`src/rtl/mips_lsu_ctrl.sv`:
```
// MIPS load/store controller: one outstanding access, alignment checks, lane steering, load extension, bus timeout.
// Latency: 2 cycles accept-to-response with zero-wait memory; req_ready low (stall high) whenever not IDLE.
module mips_lsu_ctrl #(
   parameter int unsigned TIMEOUT = 16
) (
   input  logic        clk,
   input  logic        rst_b,
   input  logic        req_valid,
   output logic        req_ready,
   input  logic        req_load,
   input  logic        req_store,
   input  logic [2:0]  req_size,
   input  logic        req_signed,
   input  logic [31:0] req_addr,
   input  logic [31:0] req_wdata,
   output logic        mem_en,
   output logic [29:0] mem_addr,
   output logic [3:0]  mem_we,
   output logic [31:0] mem_wdata,
   input  logic        mem_ready,
   input  logic [31:0] mem_rdata,
   output logic        resp_valid,
   output logic [31:0] resp_rdata,
   output logic        exc_adel,
   output logic        exc_ades,
   output logic        exc_bus,
   output logic        stall
);

   typedef enum logic [1:0] {IDLE, ACCESS, RESP} state_t;

   localparam logic [7:0] CNT_LAST = 8'(TIMEOUT - 1);

   state_t      state_q, state_d;
   logic [7:0]  cnt_q, cnt_d;
   logic [31:0] addr_q, addr_d;
   logic [2:0]  size_q, size_d;
   logic        signed_q, signed_d;
   logic        load_q, load_d;
   logic [31:0] wdata_q, wdata_d;
   logic [31:0] rdata_q, rdata_d;
   logic        adel_q, adel_d;
   logic        ades_q, ades_d;
   logic        bus_q, bus_d;

   logic        accept;
   logic        misaligned;
   logic [31:0] lane;
   logic [31:0] load_ext;

   assign accept = (state_q == IDLE) && req_valid && (req_load || req_store);

   always_comb begin
      misaligned = 1'b1;
      case (req_size)
         3'd1:    misaligned = 1'b0;
         3'd2:    misaligned = req_addr[0];
         3'd4:    misaligned = |req_addr[1:0];
         default: misaligned = 1'b1;
      endcase
   end

   // Shift the addressed byte lane down to bit 0, then extend to 32 bits.
   assign lane = mem_rdata >> {addr_q[1:0], 3'b000};

   always_comb begin
      load_ext = lane;
      case (size_q)
         3'd1:    load_ext = {{24{signed_q & lane[7]}}, lane[7:0]};
         3'd2:    load_ext = {{16{signed_q & lane[15]}}, lane[15:0]};
         default: load_ext = lane;
      endcase
   end

   always_comb begin
      state_d  = state_q;
      cnt_d    = cnt_q;
      addr_d   = addr_q;
      size_d   = size_q;
      signed_d = signed_q;
      load_d   = load_q;
      wdata_d  = wdata_q;
      rdata_d  = rdata_q;
      adel_d   = adel_q;
      ades_d   = ades_q;
      bus_d    = bus_q;
      case (state_q)
         IDLE: begin
            rdata_d = '0;
            adel_d  = 1'b0;
            ades_d  = 1'b0;
            bus_d   = 1'b0;
            if (accept) begin
               addr_d   = req_addr;
               size_d   = req_size;
               signed_d = req_signed;
               load_d   = req_load;
               wdata_d  = req_wdata;
               // Conflicting flags win over alignment so only one exception fires.
               if (req_load && req_store) begin
                  state_d = RESP;
                  bus_d   = 1'b1;
               end else if (misaligned) begin
                  state_d = RESP;
                  adel_d  = req_load;
                  ades_d  = req_store;
               end else begin
                  state_d = ACCESS;
                  cnt_d   = '0;
               end
            end
         end
         ACCESS: begin
            if (mem_ready) begin
               state_d = RESP;
               rdata_d = load_q ? load_ext : '0;
            end else if (cnt_q == CNT_LAST) begin
               state_d = RESP;
               bus_d   = 1'b1;
               rdata_d = '0;
            end else begin
               cnt_d = cnt_q + 8'd1;
            end
         end
         RESP: begin
            state_d = IDLE;
            rdata_d = '0;
            adel_d  = 1'b0;
            ades_d  = 1'b0;
            bus_d   = 1'b0;
         end
         default: state_d = IDLE;
      endcase
   end

   always_ff @(posedge clk or negedge rst_b) begin
      if (!rst_b) begin
         state_q  <= IDLE;
         cnt_q    <= '0;
         addr_q   <= '0;
         size_q   <= '0;
         signed_q <= 1'b0;
         load_q   <= 1'b0;
         wdata_q  <= '0;
         rdata_q  <= '0;
         adel_q   <= 1'b0;
         ades_q   <= 1'b0;
         bus_q    <= 1'b0;
      end else begin
         state_q  <= state_d;
         cnt_q    <= cnt_d;
         addr_q   <= addr_d;
         size_q   <= size_d;
         signed_q <= signed_d;
         load_q   <= load_d;
         wdata_q  <= wdata_d;
         rdata_q  <= rdata_d;
         adel_q   <= adel_d;
         ades_q   <= ades_d;
         bus_q    <= bus_d;
      end
   end

   // Memory-side outputs depend only on flops, so they stay constant through ACCESS.
   always_comb begin
      mem_we    = 4'b0000;
      mem_wdata = wdata_q;
      case (size_q)
         3'd1: begin
            mem_we    = 4'b0001 << addr_q[1:0];
            mem_wdata = {4{wdata_q[7:0]}};
         end
         3'd2: begin
            mem_we    = 4'b0011 << addr_q[1:0];
            mem_wdata = {2{wdata_q[15:0]}};
         end
         3'd4: mem_we = 4'b1111;
         default: mem_we = 4'b0000;
      endcase
      if ((state_q != ACCESS) || load_q) mem_we = 4'b0000;
   end

   assign mem_en     = (state_q == ACCESS);
   assign mem_addr   = addr_q[31:2];
   assign req_ready  = (state_q == IDLE);
   assign stall      = (state_q != IDLE);
   assign resp_valid = (state_q == RESP);
   assign resp_rdata = resp_valid ? rdata_q : '0;
   assign exc_adel   = resp_valid & adel_q;
   assign exc_ades   = resp_valid & ades_q;
   assign exc_bus    = resp_valid & bus_q;

endmodule
```
`config.mk`:
```
export PLATFORM = sky130hd
export DESIGN_NAME = mips_lsu_ctrl
export DESIGN_NICKNAME = d
export VERILOG_FILES = /design/src/rtl/mips_lsu_ctrl.sv
export SDC_FILE = /design/constraint.sdc
export NUM_CORES = 1
export LEC_CHECK = 0
export BUFFER_PORTS_ARGS = -buffer_cell sky130_fd_sc_hd__clkbuf_2
export CORE_UTILIZATION = 50
export CTS_CLUSTER_DIAMETER = 80
export DETAILED_ROUTE_END_ITERATION = 10
export HOLD_SLACK_MARGIN = 0.06
export MAX_ROUTING_LAYER = met4
export PLACE_DENSITY_LB_ADDON = 0.12
export SKIP_LAST_GASP = 1
export SYNTH_ARGS = -nofsm -noshare
export SYNTH_HDL_FRONTEND = slang
export SYNTH_SLANG_ARGS = --single-unit
```
`constraint.sdc`:
```
create_clock -name clk -period 3.3 [get_ports clk]
set_clock_uncertainty 0.1 [all_clocks]
set_input_delay 0.99 -clock clk [delete_from_list [all_inputs] [get_ports clk]]
set_output_delay 0.99 -clock clk [all_outputs]
set_load 0.01 [all_outputs]
```
======== Yosys cells after proc, flatten, opt, wreduce, memory -nomap -nowiden ========
Cells that the tools add are included.
storage, ports and cells
  register bits ........................... 114
  input bits .............................. 106
cells by class
  bitwise gates (word level) .............. 5
  reduce and logical (&&, ||, !) cells .... 18
  add/subtract/negate cells ............... 1
  equal/unequal tests ..................... 17
  shift-type cells ........................ 3
  mux-type cells .......................... 35
operator list
  kind                 count
  $pmux 32 s2          3
  $mux 32              4
  $mux 8               5
  $shr 32x5->32        1
  $pmux 8 s2           1
  $pmux 4 s3           1
  $mux 1               10
  $mux 2               5
  $add 8x1->8 const B  1
  $eq 8x4->1 const B   1
  $ne 2x2->1 const B   4
  $reduce_bool 2->1    4
  $eq 3x1->1 const B   2
  $eq 3x2->1 const B   2
  $eq 3x3->1 const B   2
  $ne 2x1->1 const B   3
  $pmux 1 s3           2
  $reduce_and 2->1     3
  $reduce_and 6->1     1
  $and 1x1->1          5
  $mux 4               1
  $pmux 1 s2           2
  $pmux 2 s2           1
  $reduce_or 2->1      2
  10 further kinds     13

======== Longest topological paths before layout ========
  word-level depth ........................ 6
  mapped depth ............................ 9

======== Worst setup path before layout ========
OpenSTA, ideal clock, no wires.
  path type ............................... register to output
  from .................................... reg addr_q[1]
  to ...................................... out mem_we[0]
  path buffers ............................ 3
  stages on the path, launching flop included .. 9
  setup slack ............................. 0.621 ns
  data arrival time ....................... 1.589 ns
  data required time ...................... 2.210 ns
  cells stage by stage .................... dfrtp_1 > clkbuf_1 > buf_2 > nor2_1 > clkbuf_1 > a21oi_1 > nor2_1 > a21oi_1 > nor2_1
on the way
  cells in the longest elaborated chain, start to end .. 3
ends and longest elaborated chain
  element                                     RTL line  text
  start, declared                             36        logic [31:0] addr_q, addr_d;
  start signal, assigned                      152       addr_q <= addr_d;
  $shl 2x2->4 or $shl 1x2->4 (tied branches)  174, 170
  $pmux 4 s3 (*)                              168       case (size_q)
  $mux 4 (*)                                  180       if ((state_q != ACCESS) || load_q) mem_we = 4'b0000;
  end, declared                               18        output logic [3:0] mem_we,
Mark *: on every way between the ends. The rest lies on a longest branch, timed or not.

======== Worst setup path after layout ========
  from .................................... reg size_q[0]
  to ...................................... out mem_we[2]
on the way
  cells in the longest elaborated chain, start to end .. 3
ends and longest elaborated chain
  element                                   RTL line  text
  start, declared                           37        logic [2:0] size_q, size_d;
  start signal, assigned                    153       size_q <= size_d;
  $eq 3x3->1, or another cell as far along  168
  $pmux 4 s3 (*)                            168
  $mux 4 (*)                                180
Marks and branches as above.

==> results.json <==
{
  "p_comb_frac": 0.451,
  "r2r_cells": 6,
  "cts_resized": 0,
  "synth_warnings": 0,
  "numClockSinks": 114,
  "initial_core_util": 0.521,
  "report.final.hold_viol_count": 0,
  "crit_path_start_kind": "register",
  "synth_nets": 772,
  "report.final.slew_viol_count": 0,
  "placedInstanceArea_um2": 7320,
  "rsz0062_at_grt": "false",
  "place.gp.congestion": 0.895,
  "p_leak_nw": 3.91,
  "fin_tns_setup_ns": 0,
  "drt-total-wl_mm": 16.6,
  "p_seq_frac": 0.317,
  "num_vias": 5453,
  "pin_count": 211,
  "grt_pass1_vias": 5244,
  "cap_violations": 0,
  "synth-main-ff-cell": "dfrtp_1",
  "syn_inst": 661,
  "grt_pass1_wl_mm": 26.6,
  "postSynth.asyncResetShare": 1.00,
  "fin_crit_sh": 0.953,
  "holdPathStages": 2,
  "fmaxAchievable_ghz": 0.318,
  "p_sw_frac": 0.395,
  "drtIter0Drc": 292,
  "power_density_nw_per_um2": 943,
  "fp.dieW_um": 115,
  "worstPathArrival_ns": 2.06,
  "worstMarginPinSlew_ns": 1.00,
  "coreArea_um2": 12200,
  "finalSetupViolations": 0,
  "cts_tree": "done",
  "layout.nets": 935,
  "via_per_inst": 5.43,
  "m1WireLength_mm": 7.37,
  "required_ns": 2.21,
  "fill_cells": 1067,
  "grtUsageTotal": 0.273,
  "die_h_um": 115,
  "clockRootBuffer": "clkbuf_16",
  "crit_fanout": 17,
  "drt-pass1-iter-count": 5,
  "power.switching_mw": 2.94,
  "grt_overflow": 0,
  "pwr-share-clk": 0.232,
  "run_status": "completed",
  "ant_nets": 0,
  "cts_setup_buffers": 0,
  "antenna_cells": 0,
  "met3WireLength_mm": 1.14,
  "fin_crit_ns": 3.15,
  "numCtsBuffers": 17,
  "relSlewSlack": 0.329,
  "crit_path_end_kind": "output pin",
  "r2r_slack_ns": 0.78,
  "post_drt_wl_per_cell_um": 16.5,
  "power_mw": 7.44,
  "portBuffers": 210,
  "reg2reg_to": "rdata_q[19]$_DFFE_PN0P_",
  "antenna_found_initial": 0,
  "area_delta_synth_final_pct": 24.1,
  "yosysUniqueCellTypes": 57,
  "crit_type": "register to output pin",
  "hp-start": "rdata_q[10]$_DFFE_PN0P_",
  "clk_path_buf_depth": 2,
  "hpwlAfterDp_mm": 12.2,
  "reg2reg_from": "addr_q[0]$_DFFE_PN0P_",
  "highest_layer": "met4",
  "synth_area_per_cell_um2": 9.62,
  "post-route-util": 0.646,
  "fp-row-count": 40,
  "hold_end": "rdata_q[10]$_DFFE_PN0P_",
  "drc": 0,
  "wl_met2_mm": 7.77,
  "synth_seq_cells": 114,
  "hp-class": "register to register",
  "fin_area_um2": 7890,
  "syn-cell-area_um2": 6360,
  "synth_edf_count": 0,
  "dieArea_um2": 13200,
  "clk_latency_ns": 0.41,
  "p_int_mw": 4.50,
  "drive_gt1_frac": 0.373,
  "seq_area_frac_synth": 0.449,
  "ir_drop_mv": 0.539,
  "path_clk_slew_ns": 0.05,
  "htreeDepth": 4,
  "cts_hold_buf": 0,
  "grt_max_degree": 49
}
-- metal layers --
metal | vias up | track usage
li1 | 2590 | -
met1 | 2598 | 0.357
met2 | 242 | 0.408
met3 | 23 | 0.0717
met4 | 0 | 0.0996
met5 | - | -
-- critical path, cell delays in order (launching register included) --
cell      delay [ns]
dfrtp_2         0.46
nor2b_1         0.29
nand2b_1        0.08
buf_4           0.20
o32a_1          0.29
nor2_1          0.16
clkbuf_2        0.16
-- cell usage after synthesis (2+ instances only) --
| library cell | instances | area share |
|---|---|---|
| a21o_1 | 4 | 0.0047 |
| inv_1 | 7 | 0.0041 |
| nor2b_1 | 13 | 0.013 |
| or4_1 | 2 | 0.0024 |
| clkbuf_1 | 40 | 0.024 |
| nand2_1 | 85 | 0.050 |
| ha_1 | 5 | 0.0098 |
| a211o_1 | 7 | 0.0096 |
| mux2i_1 | 17 | 0.027 |
| nor3b_1 | 2 | 0.0024 |
| a32o_1 | 7 | 0.011 |
| dfrtp_1 | 114 | 0.45 |
| a211oi_1 | 3 | 0.0035 |
| nand2b_1 | 5 | 0.0049 |
| a21oi_1 | 49 | 0.039 |
| and3_1 | 2 | 0.0020 |
| buf_4 | 39 | 0.046 |
| o21ai_0 | 16 | 0.013 |
| buf_2 | 2 | 0.0016 |
| a22o_1 | 15 | 0.021 |
| a31oi_1 | 3 | 0.0030 |
| mux2_2 | 48 | 0.085 |
| nand3_1 | 6 | 0.0047 |
| and2_1 | 38 | 0.037 |
| nor2_1 | 50 | 0.030 |
| o21ai_1 | 24 | 0.019 |
| o22ai_1 | 9 | 0.0089 |
| mux2_1 | 20 | 0.035 |
-- power by group through the flow --
stage | Combinational [mW] | Sequential (mW) | Clock [mW]
floorplan | 2.63 | 2.19 | 0
global placement | 3.30 | 2.34 | 0
detailed placement | 3.35 | 2.37 | 0
CTS | 3.37 | 2.36 | 1.77
global route | 3.72 | 2.44 | 1.83
finish | 3.35 | 2.36 | 1.73
-- cell usage in the layout (no fill, tap or decap), types with 2 or more instances in the layout --
cell	instances
a211o_1	7
a211oi_1	3
a21o_1	4
a21oi_1	49
a22o_1	15
a31oi_1	3
a32o_1	7
and2_1	38
and3_1	2
buf_12	2
buf_4	15
clkbuf_1	2
clkbuf_16	17
clkbuf_2	209
clkbuf_8	4
clkinv_2	2
clkinvlp_4	4
dfrtp_1	113
ha_1	5
inv_1	7
mux2_1	20
mux2_2	48
mux2i_1	17
nand2_1	85
nand2b_1	5
nand3_1	6
nor2_1	50
nor2b_1	13
nor3b_1	2
o21ai_0	16
o21ai_1	23
o22ai_1	9
or4_1	2
-- state kept, by name (all words and copies together) (netlist names), 2 cells and up --
register,flops
rdata_q,32
size_q,3
state_q,2
cnt_q,8
wdata_q,32
addr_q,32
-- cell families after synthesis --
group | Yosys count | synth area share
AOI/OAI and AO/OA | 150 | 0.151
xor gates and xnor gates | 1 | 0.00138
adders and majority gates | 5 | 0.00984
buffers and inverters | 89 | 0.0760
DFF | 114 | 0.449
muxes | 86 | 0.151
and+or+nand+nor | 216 | 0.163
-- area by class of cell --
type / count / area (um^2) / share of cell area
timing repair buffer: 226 / 1200 / 0.152
multi-input combinational: 458 / 3030 / 0.384
tap: 168 / 210 / 0.0266
clock inverter: 8 / 78.8 / 0.00999
clock buffer: 23 / 488 / 0.0619
inverter: 7 / 26.3 / 0.00333
sequential: 114 / 2850 / 0.362
-- worst max path at each step --
stage	end	slack (ns)	depth (start not counted)	start
after floorplan	mem_we[0]	0.62	8	addr_q[1]$_DFFE_PN0P_
after global placement	wdata_q[19]$_DFFE_PN0P_	0.47	4	req_store
after detailed placement	addr_q[8]$_DFFE_PN0P_	0.41	4	req_store
after CTS	mem_we[2]	0.04	6	size_q[0]$_DFFE_PN0P_
after global routing	mem_we[2]	0.01	6	size_q[0]$_DFFE_PN0P_
final	mem_we[2]	0.15	6	size_q[0]$_DFFE_PN0P_
-- metrics by stage --
stage	worst slack [ns]	cells	hold WS, ns
final	0.154	1004	0.379
after detailed placement	0.415	973	0.373
after CTS	0.0439	1004	0.385
after global routing	0.0124	1004	0.398
after global placement	0.473	973	0.366
after floorplan	0.621	661	0.348
Power figures use the tool's default switching activity.
